[src/rtl/pwm_pkg.sv]
//------------------------------------------------------------------------------
// Module   : pwm_pkg
// Brief    : Shared widths and direction constants for the PWM block set.
// Revision : 1.0 - initial release
//------------------------------------------------------------------------------
`default_nettype none

package pwm_pkg;

  localparam int PERIOD_W   = 16;
  localparam int PRESCALE_W = 8;

  localparam logic DIR_UP   = 1'b1;
  localparam logic DIR_DOWN = 1'b0;

endpackage

`default_nettype wire

[src/rtl/counter_prescaler.sv]
//------------------------------------------------------------------------------
// Module   : prescaler
// Brief    : Enable-gated clock divider; tick fires every prescale+1 enabled edges.
// Revision : 1.0 - initial release
//------------------------------------------------------------------------------
`default_nettype none

module prescaler
  import pwm_pkg::*;
#(
  parameter int PSC_W = PRESCALE_W
) (
  input  logic             clk,
  input  logic             rst_n,
  input  logic             en,
  input  logic             clr,
  input  logic [PSC_W-1:0] prescale,
  output logic             tick
);

  logic [PSC_W-1:0] r_psc_cnt;
  logic             w_tick;

  // >= rather than == so a live reduction of prescale ticks at once
  assign w_tick = en && (r_psc_cnt >= prescale);
  assign tick   = w_tick;

  always_ff @(posedge clk or negedge rst_n) begin
    if (!rst_n) begin
      r_psc_cnt <= '0;
    end else if (clr || w_tick) begin
      r_psc_cnt <= '0;
    end else if (en) begin
      r_psc_cnt <= r_psc_cnt + 1'b1;
    end
  end

endmodule

`default_nettype wire

[src/rtl/counter.sv]
//------------------------------------------------------------------------------
// Module   : counter
// Brief    : Prescaled up/down timebase counter with one-cycle wrap pulse.
// Revision : 1.0 - initial release
//------------------------------------------------------------------------------
`default_nettype none

module counter
  import pwm_pkg::*;
#(
  parameter int WIDTH = PERIOD_W,
  parameter int PSC_W = PRESCALE_W
) (
  input  logic             clk,
  input  logic             rst_n,
  input  logic             en,
  input  logic             count_reset,
  input  logic             upnotdown,
  input  logic [PSC_W-1:0] prescale,
  input  logic [WIDTH-1:0] period,
  output logic [WIDTH-1:0] counter_val,
  output logic             wrap
);

  logic             w_tick;
  logic [WIDTH-1:0] r_count;
  logic             r_wrap;

  prescaler #(
    .PSC_W (PSC_W)
  ) u_prescaler (
    .clk      (clk),
    .rst_n    (rst_n),
    .en       (en),
    .clr      (count_reset),
    .prescale (prescale),
    .tick     (w_tick)
  );

  // Out-of-range counts (period lowered live) wrap on the next tick
  always_ff @(posedge clk or negedge rst_n) begin
    if (!rst_n) begin
      r_count <= '0;
      r_wrap  <= 1'b0;
    end else if (count_reset) begin
      r_count <= '0;
      r_wrap  <= 1'b0;
    end else if (w_tick) begin
      if (upnotdown == DIR_UP) begin
        if (r_count >= period) begin
          r_count <= '0;
          r_wrap  <= 1'b1;
        end else begin
          r_count <= r_count + 1'b1;
          r_wrap  <= 1'b0;
        end
      end else begin
        if ((r_count == '0) || (r_count > period)) begin
          r_count <= period;
          r_wrap  <= 1'b1;
        end else begin
          r_count <= r_count - 1'b1;
          r_wrap  <= 1'b0;
        end
      end
    end else begin
      r_wrap <= 1'b0;
    end
  end

  assign counter_val = r_count;
  assign wrap        = r_wrap;

endmodule

`default_nettype wire

[config.mk]
export PLATFORM = sky130hd
export DESIGN_NAME = counter
export DESIGN_NICKNAME = d
export VERILOG_FILES = /design/src/rtl/pwm_pkg.sv /design/src/rtl/counter_prescaler.sv /design/src/rtl/counter.sv
export SDC_FILE = /design/constraint.sdc
export NUM_CORES = 1
export LEC_CHECK = 0
export ABC_CLOCK_PERIOD_IN_PS = 3430
export CAP_MARGIN = 10
export CELL_PAD_IN_SITES_DETAIL_PLACEMENT = 0
export CELL_PAD_IN_SITES_GLOBAL_PLACEMENT = 2
export CORE_ASPECT_RATIO = 0.9
export CORE_MARGIN = 2
export CORE_UTILIZATION = 32
export DETAILED_ROUTE_END_ITERATION = 12
export GPL_TIMING_DRIVEN = 0
export PLACE_DENSITY = 0.79
export REMOVE_ABC_BUFFERS = 1
export SYNTH_ARGS = -nofsm -noshare
export SYNTH_HDL_FRONTEND = slang
export SYNTH_HIERARCHICAL = 1
export SYNTH_SLANG_ARGS = --single-unit
[constraint.sdc]
create_clock -name clk -period 3.43 [get_ports clk]
set_input_delay 0.8575 -clock clk [delete_from_list [all_inputs] [get_ports clk]]
set_output_delay 0.8575 -clock clk [all_outputs]
set_load 0.005 [all_outputs]
# Yosys cells after proc, flatten, opt, wreduce, memory -nomap -nowiden
# Cells that the tools add are included.
[totals]
reg_bits = 25
latch_bits = 0
mem_bits_rw = 0
mem_bits_ro = 0
input_bits = 29
output_inout_bits = 17
word_cells = 27
n_memories = 0
[classes]
n_addsub = 3
multipliers = 0
n_div = 0
order_cmp = 3
eq_ne = 0
shifts = 0
mux = 12
bitwise = 0
n_reduce_logical = 6
[ops]
columns = ["operator", "count"]
rows = [
  ["$mux 16", 5],
  ["$add 16x1->16 const B", 1],
  ["$ge 16x16->1", 1],
  ["$gt 16x16->1", 1],
  ["$logic_not 16->1", 1],
  ["$mux 8", 2],
  ["$sub 16x1->16 const B", 1],
  ["$add 8x1->8 const B", 1],
  ["$ge 8x8->1", 1],
  ["$mux 1", 5],
  ["$reduce_bool 2->1", 2],
  ["$logic_or 1x1->1", 2],
  ["$logic_and 1x1->1", 1],
]

# Longest topological paths before layout
# Gate-level depths: netlist of the first run.
[depth]
ltp_word = 6
mapped_depth = 13
mapped_depth_nobuf = 12

# By module
# Netlist of the first run, hierarchy kept.
[modules_own_cells]
columns = ["mod", "n_inst", "cells_per_inst", "area_per_inst_um2", "seq_area_each_um2"]
rows = [
  ["counter", 1, 287, 2254.7, 425.4],
  ["prescaler", 1, 68, 640.6, 200.2],
]

# Worst setup path after synthesis of the first run
# OpenSTA, ideal clock, no wires.
[synth_timing]
path_type = "input-to-reg"
start = "input port prescale[5]"
end = "register r_count[7], in the netlist counter_val[7]"
setup_time_ns = 0.086
arrival_ns = 3.083
slack_ns = 0.262
cell_stages = 12
path_cell_list = "inv_1 -> ha_1 -> and3_1 -> nand4_1 -> o21ai_1 -> or2_1 -> nand2b_1 -> a41oi_1 -> nand4_1 -> clkbuf_1 -> or3b_2 -> a32oi_1"
[synth_between]
elab_chain_cells = 3
[synth_rtl]
columns = ["element", "line_no", "rtl"]
rows = [
  ["start: declaration", "counter.sv:19", "input logic [PSC_W-1:0] prescale,"],
  ["$ge 8x8->1", "counter_prescaler.sv:25", "assign w_tick = en && (r_psc_cnt >= prescale);"],
  ["$logic_and 1x1->1", "counter_prescaler.sv:25", ""],
  ["net w_tick", "counter.sv:25", "logic w_tick;"],
  ["$reduce_bool 2->1 (no line)", "--", ""],
  ["end signal: assignment", "counter.sv:54", "r_count <= r_count + 1'b1;"],
  ["end signal: assignment", "counter.sv:59", "r_count <= period;"],
  ["end signal: assignment", "counter.sv:62", "r_count <= r_count - 1'b1;"],
  ["end: declaration", "counter.sv:26", "logic [WIDTH-1:0] r_count;"],
]
# The timed path passes the listed nets, and every way through them passes these cells.
# A chain may end at the register's enable or synchronous reset.

# Worst setup path in the final report of the first run
[layout_timing]
start = "input port period[4]"
end = "register r_count[7], in the netlist counter_val[7]"
[layout_between]
elab_chain_cells = 6
elab_cells_between_ends = 8
classes_between = "2 x order compare; 5 x mux; 1 x reduce/logical"
[layout_rtl]
columns = ["element", "line_no", "rtl"]
rows = [
  ["start: declaration", "counter.sv:20", "input logic [WIDTH-1:0] period,"],
  ["$gt 16x16->1", "counter.sv:58", "if ((r_count == '0) || (r_count > period)) begin"],
  ["$logic_or 1x1->1", "counter.sv:58", ""],
  ["$mux 16", "counter.sv:58", ""],
  ["$mux 16 (*)", "counter.sv:49", "if (upnotdown == DIR_UP) begin"],
  ["$mux 16 (*)", "counter.sv:48", "end else if (w_tick) begin"],
  ["$mux 16 (*)", "counter.sv:45", "end else if (count_reset) begin"],
]
# Mark *: on every way between the ends. The rest lies on a longest branch, timed or not. The select of a mux whose other input is x is not followed.

==> impl_metrics.ini, run 1 <==
[run_status]
outcome = complete, no violations

[global_routing]
groute.usage.overall_pct = 20.0
grt_pass1_wl_um = 15600
grt_max_degree = 18
grt_antenna_before_repair = 0
first_global_vias = 2852
overflow = 0

[critical_path]
crit_buf_inv = 6
cp_max_fo = 6
cp-startpoint = period[4]
critPathLaunchType = primary input
r2r-start = counter_val[9]
crit_chain = clkdlybuf4s50_1 -> inv_1 -> ha_1 -> nand4_1 -> nor4_4 -> buf_4 -> nand4_1 -> buf_4 -> a21o_4 -> buf_4 -> buf_4 -> o2bb2a_1 -> a32oi_2
reg2reg_to = counter_val[7]
end_kind = register
critical_path_required_ns = 3.64
cp_top_family = buffers and inverters
cpMostUsedCell = buf_4
cpMaxStageDelayCell = clkdlybuf4s50_1
critPathMaxStageDelay_ns = 0.49
ff2ff_path_depth = 11
worst-r2r-setup-slack_ns = 0.51
arrival_ns = 3.55
crit_type = in -> reg

[timing]
period_share_pct = 97.5
tightestPinTransition_ns = 0.851
setup_viol = 0
hold_violations = 0
relSlewSlack_pct = 43.1
fmax_mhz = 299
fin_ws_ns = 0.0847
fin_skew_ns = 0.00464
final-max-slew-violation-count = 0
min_period_ns = 3.35
tns_ns = 0

[layout]
fin_cells = 535
diodes = 0
final_area_mm2 = 0.00382
syn_to_final_growth_pct = 32.0
layout-drive-gt1-share_pct = 19.7
nets = 474

[logic_synthesis]
synthCells = 355
ys_seq_area_share_pct = 21.6
yosysUniqueCellTypes = 75
synth_seq_cells = 25
synth_edf_count = 0
synth.avg_cell_area_um2 = 8.16
yosysWarnings = 6
synth_ff_type = dfrtp_1
ys_top_cells_by_area = dfrtp_1, ha_1, a21oi_1
synth-async-reset-ratio_pct = 100
synthesis.area_mm2 = 0.00290
synth_top_area_share_pct = 21.6
synth_largest_area_cell = dfrtp_1

[power_and_ir_drop]
ir_drop_uv = 161
p_int_mw = 0.480
p_sw_share_pct = 32.9
power_density_mw_per_mm2 = 187
pwr-share-clk_pct = 27.7
total_leakage_power_nw = 1.69
power_frac_seq_pct = 42.7
p_switching_mw = 0.235
combPwrFrac_pct = 29.7

[cts]
path_clk_slew_ns = 0.11
root_buffer = clkbuf_8
htreeDepth = 1
cts.sinks = 25
cts_buffers = 3
cts_hold_buffers = 0
cts_buffer_depth = 2
cts_tree = yes
clk_latency_ns = 0.28

[hold_path]
holdPathStages = 2
min_to = u_prescaler/r_psc_cnt[6]
hp-class = reg -> reg
hp-start = u_prescaler/r_psc_cnt[6]

[place]
place_inst = 502
place_ws_ns = -1.30
port_buffers = 45
place_area_mm2 = 0.00337
place.gp.congestion = 0.840
dp_hpwl_um = 6720

[routing]
routed-wl-met3_um = 410
dr_wl_met2_um = 4420
m1WireLength_um = 4830
first_iter_violations = 180
top_layer = met4
vias = 3031
routedWlPerCell_um = 18.2
totalWireLength_um = 9760
dr.pass1.iters = 4
drc = 0
viasPerCell = 5.67
ant_nets = 0

[floorplan]
initial_core_util_pct = 33.3
fp.dieArea_mm2 = 0.00983
rows = 32
boundaryPins = 46
core_area_mm2 = 0.00869
die_x_um = 104
die_y_um = 94.2

[flow_run]
drv_cap = 0
[power by group through the flow]
stage / Clock, mW / Combinational (mW) / Sequential (mW)
detailed placement: 0 / 0.181 / 0.311
global placement: 0 / 0.176 / 0.311
finish: 0.198 / 0.212 / 0.305
floorplan: 0 / 0.0945 / 0.309
global route: 0.216 / 0.233 / 0.306
CTS: 0.205 / 0.200 / 0.305
[flip-flops by register name, summed over array words and instances, names as in the netlist]
register / flops
counter_val: 16
u_prescaler/r_psc_cnt: 8
wrap: 1
[synthesized netlist by cell type (3+ instances only)]
cell type,n
a211oi_1,7
a21o_1,6
a21oi_1,28
a221oi_1,6
a22oi_1,3
a31oi_1,4
a32oi_1,7
and2_1,3
and3_1,6
clkbuf_1,10
dfrtp_1,25
ha_1,28
inv_1,30
mux2i_1,4
nand2_1,25
nand2b_1,4
nand3_1,11
nand4_1,14
nor2_1,16
nor2b_1,4
nor3_1,11
nor3b_1,3
nor4_1,5
nor4_4,3
o21ai_0,21
o31ai_1,4
or2_2,3
or3_1,5
xor2_1,6
[cell type report]
| type | instances | area [um^2] |
|---|---|---|
| flip-flops and latches | 25 | 626 |
| clock inverters | 1 | 5.00 |
| fillers | 874 | 4870 |
| multi-input cells | 282 | 2180 |
| inverters | 30 | 116 |
| repair buffers | 75 | 707 |
| clock buffers | 3 | 41.3 |
| well taps | 119 | 149 |
[tightest hold or removal path, cell delays in order (launching register included)]
cell and delay (ns):
dfrtp_1 0.41, xor2_1 0.16, nor3_1 0.05
[metrics by stage]
step / power (mW) / hold WS (ns) / utilization, %
floorplan: 0.403 / 0.558 / -
global placement: 0.486 / 0.585 / 38.5
detailed placement: 0.492 / 0.610 / 38.8
CTS: 0.710 / 0.636 / 41.2
global route: 0.754 / 0.688 / 44.0
finish: 0.715 / 0.648 / 44.0
[timing repair]
item,in CTS,in global routing
setup endpoints to repair,17,16
resized for setup,11,29
buffers inserted,14,13
pin swaps,7,22
cloned,1,1
[cell usage in the layout, fill, tap and decap left out, types with 3 or more instances in the layout]
master / n
dlymetal6s2s_1: 6
a211oi_1: 7
buf_6: 3
nor2_1: 15
nor4_4: 3
a21oi_1: 26
inv_1: 26
nor2b_1: 4
or3_1: 5
mux2i_1: 4
a21o_1: 5
xor2_1: 6
a22oi_1: 3
nor3_1: 10
ha_1: 24
and2_1: 3
dfrtp_1: 25
ha_4: 4
nand3_1: 10
o31ai_1: 4
nor4_1: 5
buf_4: 25
nand2_1: 25
nand2b_1: 3
a31oi_1: 4
and3_1: 5
inv_2: 3
nor2_4: 3
a221oi_1: 5
o21ai_0: 21
nand4_1: 15
clkbuf_8: 3
a21oi_4: 3
clkdlybuf4s50_1: 39
a32oi_1: 6
[worst max path at each step]
stage	cells past startpoint	to	slack [ns]
after floorplan	11	counter_val[10]	-0.006
after global placement	12	counter_val[7]	-1.30
after detailed placement	12	counter_val[7]	-1.30
after CTS	13	counter_val[7]	-0.02
after global routing	14	counter_val[7]	-0.03
final	13	counter_val[7]	0.08
[logic make-up (layout without fill, tap and decap cells)]
group                    after synthesis  count (layout)  share of synthesized area (%)
flip-flops                            25              25                           21.6
AND/OR/NAND/NOR                      132             133                           27.5
multiplexers                           5               5                           1.77
adder cells (fa/ha/maj)               28              28                           12.1
XOR/XNOR                               6               6                           1.82
AO/OA/AOI/OAI                        110             110                           26.1
buffers and inverters                 49             109                           9.07
[per-layer routing]
metal	vias to the layer above	GRT usage, %
met5	-	0
met4	0	3.83
li1	1467	-
met2	87	30.8
met3	8	2.57
met1	1469	29.7
No activity file was read; power rests on OpenSTA's default activity.
==> run 2, diff against run 1 <==
==> constraint.sdc (replaced) <==
create_clock -name clk -period 3.43 [get_ports clk]
set_input_delay 0.686 -clock clk [delete_from_list [all_inputs] [get_ports clk]]
set_output_delay 0.686 -clock clk [all_outputs]
set_load 0.005 [all_outputs]
==> impl_metrics.ini, run 2 (synthesized netlist as in run 1, its figures left out) <==
[timing]
relSlewSlack_pct = 46.9
setup_viol = 0
hold_violations = 0
final-max-slew-violation-count = 0
period_share_pct = 97.0
tightestPinTransition_ns = 0.794
fin_skew_ns = 0.00224
fin_ws_ns = 0.102
rsz0062_at_grt = yes
fmax_mhz = 300
min_period_ns = 3.33

[place]
place.gp.congestion = 0.840
port_buffers = 45
dp_hpwl_um = 6720
place_ws_ns = -1.13

[cts]
clk_latency_ns = 0.28
cts_hold_buffers = 0
root_buffer = clkbuf_8
path_clk_slew_ns = 0.10
cts_buffer_depth = 2
cts_tree = yes
cts.sinks = 25
htreeDepth = 1
cts_buffers = 3

[global_routing]
grt_use_met2_pct = 30.1
grt_antenna_before_repair = 0
met1_usage_pct = 29.1
grtUsageMet3_pct = 2.98
first_global_vias = 2850
overflow = 0
groute.usage.overall_pct = 19.8
grt_pass1_wl_um = 15400
grt-busiest-layer = met2
grt_max_degree = 18

[floorplan]
initial_core_util_pct = 33.3
rows = 32
fp.dieArea_mm2 = 0.00983
core_area_mm2 = 0.00869
boundaryPins = 46
die_y_um = 94.2
die_x_um = 104

[layout]
syn_to_final_growth_pct = 26.2
fin_util_pct = 42.1
layout-drive-gt1-share_pct = 14.9
final_common_cell = clkdlybuf4s50_1
layout_common_cells = clkdlybuf4s50_1, inv_1, ha_1
nets = 467
largest_reg_flops = 16
nFillCells = 897
diodes = 0

[critical_path]
crit_type = in -> reg
critical_path_required_ns = 3.63
cpMaxStageDelayCell = clkdlybuf4s50_1
cp_max_fo = 9
cp_top_family = simple AND/OR/NAND/NOR gates
arrival_ns = 3.53
cpMostUsedCell = nand4_1
critPathLaunchType = primary input
end_kind = register
crit_buf_inv = 3
critPathMaxStageDelay_ns = 0.46
crit_chain = clkdlybuf4s50_1 -> inv_1 -> ha_1 -> and3_1 -> nand4_1 -> o21ai_2 -> or2_4 -> nand2b_1 -> a41oi_2 -> nand4_1 -> buf_4 -> or3b_2 -> a32oi_1

[routing]
vias = 2981
ant_nets = 0
routedWlPerCell_um = 17.8
first_iter_violations = 170
viasPerCell = 5.65
dr.pass1.iters = 4
drc = 0
totalWireLength_um = 9420

[flow_run]
drv_cap = 0

[run_status]
outcome = complete, no violations

[power_and_ir_drop]
power.total_mw = 0.708
total_leakage_power_nw = 1.61
ir_drop_uv = 168
power_density_mw_per_mm2 = 194

[hold_path]
hp-class = reg -> reg
run 2: changes by cell type in the layout (fill, tap and decap cells not counted), sizes merged:
cell	delta
clkdlybuf4s50	+6
dlymetal6s2s	-6
buf	-7
clkinvlp	-1
inv	+1
run 2: cell type report:
type | instances | area, um^2 | share of cell area, %
multi-input cells | 282 | 2070 | 56.8
clock buffers | 3 | 41.3 | 1.13
repair buffers | 68 | 647 | 17.7
clock inverters | 1 | 5.00 | 0.137
inverters | 30 | 113 | 3.08
well taps | 119 | 149 | 4.07
flip-flops and latches | 25 | 626 | 17.1
run 2: per-layer routing:
metal,routed length [um],up-vias
met5,0,-
met4,150,0
met3,488,10
met2,4070,88
met1,4720,1422
li1,-,1461
run 2: worst paths after layout:
path                                     startpoint                       end  slack [ns]  depth (start not counted)
min in group asynchronous                     rst_n           counter_val[12]        0.72                          1
min reg2reg                u_prescaler/r_psc_cnt[7]  u_prescaler/r_psc_cnt[7]        0.63                          2
max                                     prescale[7]            counter_val[7]        0.10                         13
max in group asynchronous                     rst_n  u_prescaler/r_psc_cnt[5]        2.20                          2
min                        u_prescaler/r_psc_cnt[7]  u_prescaler/r_psc_cnt[7]        0.63                          2
max reg2reg                          counter_val[9]            counter_val[6]        0.48                          9
run 2: worst min-delay path: cells and delay by family (launching register included):
family / cells / cell delay (ns)
XOR/XNOR: 1 / 0.15
flip-flops: 1 / 0.39
AND/OR/NAND/NOR: 1 / 0.06
run 2: per-stage QoR:
stage	hold slack, ns	instances	instance area [um^2]	setup TNS [ns]
global placement	0.585	500	3340	-15.14
CTS	0.636	517	3560	0
global route	0.680	528	3650	-0.0593
finish	0.631	528	3650	0
floorplan	0.390	336	2750	0
detailed placement	0.610	502	3370	-14.03
run 2: what timing repair did:
item                       in CTS  in global routing
buffers inserted               10                 11
hold endpoints to repair        0                  0
resized for setup              10                  3
pin swaps                       4                  6
setup endpoints to repair      16                 14
cloned                          1                  0
run 2: report_power, final:
group / total, mW / switching, mW / internal [mW] / leakage (nW)
clock: 0.197 / 0.115 / 0.0819 / 0.0255
sequential: 0.305 / 0.00724 / 0.298 / 0.348
combinational: 0.206 / 0.107 / 0.0988 / 1.24
total: 0.708 / 0.229 / 0.478 / 1.61
